### src/rtl/calc_disp_pkg.sv
// Shared constants, payload types and helpers for the calculator display pixel path.
package calc_disp_pkg;

  localparam logic [7:0] CH_SPACE  = 8'h20;
  localparam logic [7:0] CH_DASH   = 8'h2D;

  // BBGGGRRR colour codes
  localparam logic [7:0] COL_BLACK = 8'h00;
  localparam logic [7:0] COL_WHITE = 8'hFF;
  localparam logic [7:0] COL_BLUE  = 8'hC0;
  localparam logic [7:0] COL_BG    = 8'h52;

  typedef struct packed {
    logic       video_on;
    logic       digit_hit;
    logic       cursor_hit;
    logic [2:0] col;
  } s0_flags_t;

  function automatic logic [7:0] digit_code(input logic [3:0] d);
    return {4'h0, d};
  endfunction

  // Decimal digits needed for 2**w - 1: floor(w*log10(2)) + 1, with log10(2) ~ 1233/4096
  function automatic int unsigned bcd_nibbles(input int unsigned w);
    return ((w * 32'd1233) >> 12) + 32'd1;
  endfunction

endpackage

### src/rtl/bin2bcd_seq.sv
// Iterative double-dabble converter: one adjust-and-shift per clock, VALUE_W clocks per value.
module bin2bcd_seq
  import calc_disp_pkg::*;
#(
  parameter int unsigned VALUE_W   = 14,
  parameter int unsigned N_NIBBLES = 5
) (
  input  logic                   clk,
  input  logic                   reset_n,
  input  logic                   i_start,
  input  logic [VALUE_W-1:0]     i_bin,
  output logic                   o_busy,
  output logic                   o_done,
  output logic [4*N_NIBBLES-1:0] o_bcd
);

  localparam int unsigned CNT_W = $clog2(VALUE_W + 1);
  localparam int unsigned BCD_W = 4 * N_NIBBLES;

  logic [VALUE_W-1:0] r_bin;
  logic [CNT_W-1:0]   r_cnt;
  logic [BCD_W-1:0]   r_bcd;
  logic [BCD_W-1:0]   w_adj;
  logic               r_busy;
  logic               r_done;

  // Add 3 to every nibble >= 5 so the following shift carries correctly
  always_comb begin
    w_adj = r_bcd;
    for (int i = 0; i < int'(N_NIBBLES); i++) begin
      if (r_bcd[4*i +: 4] >= 4'd5) begin
        w_adj[4*i +: 4] = r_bcd[4*i +: 4] + 4'd3;
      end
    end
  end

  always_ff @(posedge clk or negedge reset_n) begin
    if (!reset_n) begin
      r_bin  <= '0;
      r_cnt  <= '0;
      r_bcd  <= '0;
      r_busy <= 1'b0;
      r_done <= 1'b0;
    end else begin
      r_done <= 1'b0;
      if (r_busy) begin
        r_bcd <= {w_adj[BCD_W-2:0], r_bin[VALUE_W-1]};
        r_bin <= {r_bin[VALUE_W-2:0], 1'b0};
        r_cnt <= r_cnt + CNT_W'(1);
        if (r_cnt == CNT_W'(VALUE_W - 1)) begin
          r_busy <= 1'b0;
          r_done <= 1'b1;
        end
      end else if (i_start) begin
        r_bin  <= i_bin;
        r_bcd  <= '0;
        r_cnt  <= '0;
        r_busy <= 1'b1;
      end
    end
  end

  assign o_busy = r_busy;
  assign o_done = r_done;
  assign o_bcd  = r_bcd;

endmodule

### src/rtl/digit_field_pixel_gen.sv
// Row of scaled decimal glyphs plus crosshair cursor; the value is converted to BCD in the
// background and committed to the display registers only at frame start.
module digit_field_pixel_gen
  import calc_disp_pkg::*;
#(
  parameter int unsigned N_DIGITS   = 4,
  parameter int unsigned VALUE_W    = 14,
  parameter int unsigned SCALE_LOG2 = 3,
  parameter int          ORIGIN_X   = 150,
  parameter int          ORIGIN_Y   = 70,
  parameter int          PITCH      = 128,
  parameter int          CURSOR_ARM = 4
) (
  input  logic               clk,
  input  logic               reset_n,
  input  logic               pixel_tick,
  input  logic               video_on,
  input  logic [9:0]         pixel_x,
  input  logic [9:0]         pixel_y,
  input  logic               frame_start,
  input  logic [VALUE_W-1:0] value_in,
  input  logic               value_valid,
  output logic               value_ready,
  input  logic               blank_lz,
  input  logic [9:0]         mouse_x,
  input  logic [9:0]         mouse_y,
  output logic [7:0]         rom_char,
  output logic [2:0]         rom_row,
  input  logic [7:0]         rom_data,
  output logic [7:0]         rgb
);

  localparam int          GLYPH = 8 << SCALE_LOG2;
  localparam int unsigned N_NIB = bcd_nibbles(VALUE_W);
  localparam int unsigned N_EXT = (N_NIB > N_DIGITS) ? N_NIB : N_DIGITS;

  localparam logic [1:0] ST_IDLE = 2'd0;
  localparam logic [1:0] ST_CONV = 2'd1;
  localparam logic [1:0] ST_PEND = 2'd2;

  logic [1:0]            r_state;
  logic [1:0]            w_state_nx;
  logic                  r_ready;
  logic                  w_ready_nx;
  logic                  w_start;
  logic                  w_copy;
  logic                  w_busy;
  logic                  w_done;
  logic [4*N_NIB-1:0]    w_bcd;
  logic [4*N_EXT-1:0]    w_bcd_ext;
  logic                  w_bcd_ovf;
  logic [4*N_DIGITS-1:0] r_disp;
  logic                  r_ovf;
  logic [N_DIGITS-1:0]   w_blank;
  logic                  w_lz_run;

  logic                  w_dig_hit;
  logic                  w_cur_hit;
  logic [7:0]            w_char;
  logic [2:0]            w_row;
  logic [2:0]            w_col;
  int                    w_rel_x;
  int                    w_rel_y;
  int                    w_dx;
  int                    w_dy;
  logic [7:0]            r_rom_char;
  logic [2:0]            r_rom_row;
  s0_flags_t             r_s0;
  logic                  w_glyph_bit;
  logic [7:0]            w_rgb_nx;
  logic [7:0]            r_rgb;

  bin2bcd_seq #(
    .VALUE_W   (VALUE_W),
    .N_NIBBLES (N_NIB)
  ) u_bin2bcd (
    .clk     (clk),
    .reset_n (reset_n),
    .i_start (w_start),
    .i_bin   (value_in),
    .o_busy  (w_busy),
    .o_done  (w_done),
    .o_bcd   (w_bcd)
  );

  // Converter control: accept, wait for conversion, hold until a frame boundary
  always_comb begin
    w_state_nx = r_state;
    w_start    = 1'b0;
    w_copy     = 1'b0;
    case (r_state)
      ST_IDLE: begin
        if (value_valid && !w_busy) begin
          w_start    = 1'b1;
          w_state_nx = ST_CONV;
        end
      end
      ST_CONV: begin
        if (w_done) w_state_nx = ST_PEND;
      end
      ST_PEND: begin
        if (pixel_tick && frame_start) begin
          w_copy     = 1'b1;
          w_state_nx = ST_IDLE;
        end
      end
      default: w_state_nx = ST_IDLE;
    endcase
    w_ready_nx = (w_state_nx == ST_IDLE);
  end

  always_ff @(posedge clk or negedge reset_n) begin
    if (!reset_n) begin
      r_state <= ST_IDLE;
      r_ready <= 1'b1;
    end else begin
      r_state <= w_state_nx;
      r_ready <= w_ready_nx;
    end
  end

  // Any nonzero nibble above the displayed ones means the value does not fit
  always_comb begin
    w_bcd_ext              = '0;
    w_bcd_ext[4*N_NIB-1:0] = w_bcd;
    w_bcd_ovf              = 1'b0;
    for (int i = int'(N_DIGITS); i < int'(N_EXT); i++) begin
      if (w_bcd_ext[4*i +: 4] != 4'd0) w_bcd_ovf = 1'b1;
    end
  end

  always_ff @(posedge clk or negedge reset_n) begin
    if (!reset_n) begin
      r_disp <= '0;
      r_ovf  <= 1'b0;
    end else if (w_copy) begin
      r_disp <= w_bcd_ext[4*N_DIGITS-1:0];
      r_ovf  <= w_bcd_ovf;
    end
  end

  // Digit 0 is most significant; the least significant digit is never blanked
  always_comb begin
    w_lz_run = blank_lz;
    w_blank  = '0;
    for (int k = 0; k < int'(N_DIGITS); k++) begin
      w_lz_run   = w_lz_run && (r_disp[4*(int'(N_DIGITS)-1-k) +: 4] == 4'd0);
      w_blank[k] = w_lz_run && (k != int'(N_DIGITS) - 1);
    end
  end

  // S0: hit tests in signed arithmetic so nothing wraps at the screen edges
  always_comb begin
    w_dig_hit = 1'b0;
    w_char    = CH_SPACE;
    w_row     = '0;
    w_col     = '0;
    w_rel_x   = 0;
    w_rel_y   = int'(pixel_y) - ORIGIN_Y;
    for (int k = 0; k < int'(N_DIGITS); k++) begin
      w_rel_x = int'(pixel_x) - (ORIGIN_X + k * PITCH);
      if (w_rel_y >= 0 && w_rel_y < GLYPH && w_rel_x >= 0 && w_rel_x < GLYPH) begin
        w_dig_hit = 1'b1;
        w_row     = 3'(w_rel_y >>> SCALE_LOG2);
        w_col     = 3'(w_rel_x >>> SCALE_LOG2);
        if (r_ovf)           w_char = CH_DASH;
        else if (w_blank[k]) w_char = CH_SPACE;
        else                 w_char = digit_code(r_disp[4*(int'(N_DIGITS)-1-k) +: 4]);
      end
    end
    w_dx      = int'(pixel_x) - int'(mouse_x);
    w_dy      = int'(pixel_y) - int'(mouse_y);
    w_cur_hit = ((w_dx >= -CURSOR_ARM) && (w_dx <= CURSOR_ARM) && (pixel_y == mouse_y)) ||
                ((w_dy >= -CURSOR_ARM) && (w_dy <= CURSOR_ARM) && (pixel_x == mouse_x));
  end

  always_ff @(posedge clk or negedge reset_n) begin
    if (!reset_n) begin
      r_rom_char <= CH_SPACE;
      r_rom_row  <= '0;
      r_s0       <= '0;
    end else if (pixel_tick) begin
      r_rom_char <= w_char;
      r_rom_row  <= w_row;
      r_s0       <= '{video_on: video_on, digit_hit: w_dig_hit, cursor_hit: w_cur_hit, col: w_col};
    end
  end

  // S1: ROM row bit 7 is the leftmost glyph column
  always_comb begin
    w_glyph_bit = rom_data[~r_s0.col];
    if (!r_s0.video_on)                  w_rgb_nx = COL_BLACK;
    else if (r_s0.cursor_hit)            w_rgb_nx = COL_WHITE;
    else if (r_s0.digit_hit && w_glyph_bit) w_rgb_nx = COL_BLUE;
    else if (r_s0.digit_hit)             w_rgb_nx = COL_BLACK;
    else                                 w_rgb_nx = COL_BG;
  end

  always_ff @(posedge clk or negedge reset_n) begin
    if (!reset_n)        r_rgb <= 8'h00;
    else if (pixel_tick) r_rgb <= w_rgb_nx;
  end

  assign value_ready = r_ready;
  assign rom_char    = r_rom_char;
  assign rom_row     = r_rom_row;
  assign rgb         = r_rgb;

endmodule

### config.mk
export PLATFORM = sky130hd
export DESIGN_NAME = digit_field_pixel_gen
export DESIGN_NICKNAME = d
export VERILOG_FILES = /design/src/rtl/calc_disp_pkg.sv /design/src/rtl/bin2bcd_seq.sv /design/src/rtl/digit_field_pixel_gen.sv
export SDC_FILE = /design/constraint.sdc
export NUM_CORES = 1
export LEC_CHECK = 0
export BUFFER_PORTS_ARGS = -buffer_cell sky130_fd_sc_hd__buf_2
export CAP_MARGIN = 10
export CORE_MARGIN = 2
export CORE_UTILIZATION = 50
export DETAILED_ROUTE_END_ITERATION = 10
export PLACE_DENSITY = 0.76
export SYNTH_ARGS = -nofsm -noshare
export SYNTH_HDL_FRONTEND = slang
export SYNTH_HIERARCHICAL = 1
export SYNTH_SLANG_ARGS = --single-unit
### constraint.sdc
create_clock -name clk -period 1.65 [get_ports clk]
set_clock_uncertainty 0.15 [all_clocks]
set_input_delay 0.0825 -clock clk [delete_from_list [all_inputs] [get_ports clk]]
set_output_delay 0.0825 -clock clk [all_outputs]
set_load 0.02 [all_outputs]
Yosys cells after proc, flatten, opt, wreduce, memory -nomap -nowiden --
Index checks and enable logic that the tools add are counted. W data, S select, Z words.
Word-level totals: register bits 85, word-level logic and storage cells 137
Operators by class: add/subtract/negate cells 13, $lt $le $gt $ge 20, equal/unequal tests 5, muxes and demuxes 54, bitwise operators 1, reduce and logical (&&, ||, !) cells 28
Operators by type and width (number):
- $ge A11 B1 Y1 const B | 5
- $lt A11 B8 Y1 const B | 5
- $mux W6 | 8
- $mux W8 | 6
- $mux W20 | 2
- $mux W14 | 2
- $mux W3 | 9
- $mux W4 | 6
- $ge A11 B3 Y1 const B | 2
- $le A11 B4 Y1 const B | 2
- $sub A10 B10 Y11 | 2
- $sub A10 B9 Y11 const B | 2
- $eq A10 B10 Y1 | 2
- $ge A4 B3 Y1 const B | 5
- $logic_and A1 B1 Y1 | 19
- $add A4 B2 Y4 const B | 4
- $mux W1 | 15
- $logic_not A4 Y1 | 3
- $sub A10 B10 Y11 const B | 1
- $sub A10 B7 Y11 const B | 1
- $sub A10 B8 Y11 const B | 1
- $mux W7 | 1
- $mux W2 | 3
- $pmux W2 S3 | 1
- 13 further kinds | 14

Depth between registers and ports, before layout --
depth after elaboration 9, gate-level depth with buffers 12, gate-level depth less buffers 12

Cells and area by module --
Netlist, hierarchy kept.
By module, submodules not included:
- digit_field_pixel_gen | times used 1, cells an instance 348, area each 3178.0 sq um, seq. area each 953.4 sq um
- bin2bcd_seq | times used 1, cells an instance 227, area each 2244.7 sq um, seq. area each 1001.0 sq um

Worst setup path after synthesis --
No wires, ideal clock.
path kind input -> register, from input pixel_y[0], to register r_s0[3] in the netlist's numbering, arrival 2.271 ns, required time 1.431 ns, path slack -0.840 ns, cell stages on the path 11, path buffers 0, cell sequence inv_1 -> ha_1 -> inv_1 -> fa_1 -> a21o_1 -> a221o_1 -> o41ai_2 -> xor2_1 -> or4_1 -> a31o_1 -> nand3_1
On the way: longest elaborated chain between the ends 5
RTL lines:
- start, declared | RTL line digit_field_pixel_gen.sv:19 | input logic [9:0] pixel_y,
- $sub A10 B10 Y11 | RTL line digit_field_pixel_gen.sv:172 | w_dy = int'(pixel_y) - int'(mouse_y);
- $ge A11 B3 Y1 or $le A11 B4 Y1 (tied branches) | RTL line digit_field_pixel_gen.sv:174 | ((w_dy >= -CURSOR_ARM) && (w_dy <= CURSOR_ARM) && (pixel_x == mouse_x));
- $logic_and A1 B1 Y1 (2 in series) | RTL line digit_field_pixel_gen.sv:174
- $logic_or A1 B1 Y1 (*) | RTL line digit_field_pixel_gen.sv:173 | w_cur_hit = ((w_dx >= -CURSOR_ARM) && (w_dx <= CURSOR_ARM) && (pixel_y == mouse_y)) ||
- end signal, assigned | RTL line digit_field_pixel_gen.sv:185 | r_s0 <= '{video_on: video_on, digit_hit: w_dig_hit, cursor_hit: w_cur_hit, col: w_col};
- end, declared | RTL line digit_field_pixel_gen.sv:68 | s0_flags_t r_s0;
Every way passes the cells marked *; elsewhere a longest branch is shown, timed or not. A chain may end at the register's enable or synchronous reset.

Worst setup path after layout --
from input pixel_x[0], to register r_s0[3] in the netlist's numbering
On the way: longest elaborated chain between the ends 5
RTL lines:
- start, declared | RTL line digit_field_pixel_gen.sv:18 | input logic [9:0] pixel_x,
- $sub A10 B10 Y11 | RTL line digit_field_pixel_gen.sv:171 | w_dx = int'(pixel_x) - int'(mouse_x);
- $ge A11 B3 Y1 or $le A11 B4 Y1 (tied branches) | RTL line digit_field_pixel_gen.sv:173
- $logic_and A1 B1 Y1 (2 in series) | RTL line digit_field_pixel_gen.sv:173
- $logic_or A1 B1 Y1 (*) | RTL line digit_field_pixel_gen.sv:173
Marked as above.

==> results.json <==
{
  "die_x_um": 108.1,
  "rr_worst_depth": 6,
  "grt_usage": 0.2605,
  "grt_max_degree": 47,
  "synth.avg_cell_area_um2": 9.431,
  "area_delta_synth_final_pct": 41.35,
  "fin_crit_sh": 1.391,
  "holdWs_ps": 26.91,
  "antenna_found_initial": 0,
  "die-area_um2": 11690,
  "place_ws_ps": -1160,
  "finalNetCount": 881,
  "wl_per_cell_um": 16.69,
  "syn_area_um2": 5423,
  "synth_cell_type_count": 79,
  "critPathLaunchType": "input port",
  "via_count": 5274,
  "clkTransAtPathRegs_ps": 80,
  "violations": "negative setup slack",
  "drt-vias-per-instance": 5.726,
  "timing.max_cap.violations": 0,
  "min_path_type": "input port to flip-flop",
  "drive_above_1_share": 0.3905,
  "r2r_slack_ps": -220,
  "synth_cells": 575,
  "setup_viol": 33,
  "grt_pass1_vias": 5299,
  "cts.path.max_buffers": 2,
  "yosysWarnings": 6,
  "synth_top_flop_cell": "dfrtp_1",
  "grt_pass1_wl_um": 24580,
  "ios": 89,
  "outcome": "finished with violations",
  "power_w": 0.009229,
  "arrival_ps": 2430,
  "gp_congestion": 0.9306,
  "end_kind": "flip-flop",
  "fmax_mhz": 435.7,
  "ant_nets": 0,
  "r2r-end": "rom_char[5]$_DFFE_PN1P_",
  "timing.final.hold_violations": 0,
  "cts_num_sinks": 78,
  "dp_hpwl_um": 10390,
  "htreeDepth": 3,
  "antenna_cells": 0,
  "yosysSeqAreaShare": 0.3604,
  "postSynth.asyncResetShare": 1.000,
  "gr-total-overflow": 0,
  "rsz0062_at_grt": "yes",
  "hold_path_end": "rom_row[2]$_DFFE_PN0P_",
  "num_rows": 38,
  "post-route-min-period_ps": 2295,
  "fin_ws_ps": -645.4,
  "die_h_um": 108.1,
  "drt-initial-drc-count": 380,
  "worst_ep_required_time_ps": 1780,
  "drt_pass1_iterations": 5,
  "fin_util": 0.7165,
  "irDropWorstVdd_v": 0.0007207,
  "slew_viol_final": 0,
  "finalWirelength_um": 15370,
  "worstMarginPinSlew_ps": 542.4,
  "initial_core_util": 0.5069,
  "crit_fanout": 2,
  "fillers": 755,
  "maxSlewHeadroom": 0.6358,
  "numCtsBuffers": 9,
  "synth.ff_latch_count": 78,
  "coreArea_um2": 10700,
  "drc_errors": 0,
  "insertion_delay_ps": 350,
  "path_class": "input port to flip-flop",
  "synth_edf_count": 0,
  "cts_tree": "built",
  "power.leakage_nw": 3.533,
  "io_buffers": 85,
  "reg2reg_from": "r_disp[12]$_DFFE_PN0P_",
  "min_from": "pixel_y[5]",
  "whs_path_depth": 4,
  "clockRootBuffer": "clkbuf_8",
  "powerDensity_nw_per_um2": 1204
}
[cells in the final DEF, fill, tap and decap left out, types with 7 or more instances in the layout]
cell,Yosys,final
nand4_1,10,10
buf_6,1,11
mux2_2,18,18
nor3b_1,7,7
nor2_1,28,26
inv_1,42,39
dfrtp_1,76,74
xnor2_1,12,12
o21ai_0,13,10
nand2_1,42,41
xor2_1,12,12
a21oi_1,28,23
buf_4,11,99
nand3_1,20,19
mux2i_1,15,14
nor3_1,16,12
nor2b_1,10,9
a21o_1,15,15
dlygate4sd3_1,0,17
buf_2,9,81
clkbuf_8,0,10
o21ai_1,16,17
ha_1,34,28
[layout make-up]
class                   count  area (um^2)  share of cell area
multi-input cells         426         3508              0.4577
clock buffers              10        137.6             0.01796
flip-flops and latches     78         1957              0.2553
well taps                 140        175.2             0.02285
clock inverters             6        91.34             0.01192
repair buffers            217         1610              0.2101
inverters                  44        185.2             0.02416
[logic make-up after synthesis]
group / Yosys count / share of synthesized area
simple gates: 177 / 0.1777
fa+ha+maj: 36 / 0.08583
flops: 78 / 0.3604
buf+inv: 73 / 0.06183
other cells: 1 / 0.0006915
compound gates: 151 / 0.2014
xor+xnor: 24 / 0.03876
mux: 35 / 0.07337
[sequential cells by signal, indices dropped and copies added (netlist names)]
signal            cells
r_s0                  6
u_bin2bcd/o_done      1
r_ovf                 1
u_bin2bcd/o_bcd      20
u_bin2bcd/r_cnt       4
value_ready           1
u_bin2bcd/o_busy      1
rgb                   4
rom_row               3
u_bin2bcd/r_bin      14
r_state               2
rom_char              5
r_disp               16
[Yosys cell counts (12+ instances only)]
cell,count,area share
dfrtp_1,76,0.35
inv_1,42,0.029
nand2_1,42,0.029
ha_1,34,0.078
a21oi_1,28,0.026
nor2_1,28,0.019
nand3_1,20,0.018
mux2_2,18,0.037
nor3_1,16,0.015
o21ai_1,16,0.015
a21o_1,15,0.021
mux2i_1,15,0.028
o21ai_0,13,0.012
xnor2_1,12,0.019
xor2_1,12,0.019
[metal layers]
layer	global-route usage	vias up	wire length (um)
li1	-	2508	-
met1	0.3190	2547	6457
met2	0.4717	184	7844
met3	0.03918	35	699
met4	0.07967	0	370
met5	0	-	0
[how the worst max path moves through the flow]
stage,startpoint,end,slack (ps),cells past startpoint
2_1_floorplan,pixel_y[0],r_s0[3]$_DFFE_PN0P_,-830,11
3_3_place_gp,pixel_y[0],r_s0[3]$_DFFE_PN0P_,-1080,12
3_5_place_dp,pixel_y[0],r_s0[3]$_DFFE_PN0P_,-1160,12
4_1_cts,pixel_y[0],r_s0[3]$_DFFE_PN0P_,-610,12
5_1_grt,pixel_y[0],r_s0[3]$_DFFE_PN0P_,-730,12
6_report,pixel_x[0],r_s0[3]$_DFFE_PN0P_,-650,12
[stage by stage]
step	cells	setup TNS (ps)	area, um^2
final	921	-5384	7665
after global routing	921	-7572	7665
after CTS	911	-4087	7415
after detailed placement	866	-10050	6709
after global placement	866	-8987	6709
after floorplan	577	-3540	5520
[worst max-delay path, stage by stage]
cell      delay [ps]
buf_2             80
inv_1             30
ha_1             220
fa_2             350
nor2b_2          120
o21ai_1           90
a21oi_1          170
a211oi_1          80
xor2_1           160
or4_1            520
or4_1            420
nand3_1          110
[power by group]
part	switching (W)	internal, W	total (W)
sequential	0.000759	0.00255	0.00331
combinational	0.00216	0.00211	0.00427
clock	0.000746	0.000905	0.00165
[repair_timing]
action / 4_1_cts / 5_1_grt
resized for setup: 43 / 41
endpoints found under the hold margin: 94 / 0
gates cloned: 1 / 0
setup endpoints to repair: 33 / 43
hold buffers: 17 / 0
setup buffers: 12 / 11
pin swaps: 29 / 29
No activity file was read; power rests on OpenSTA's default activity.
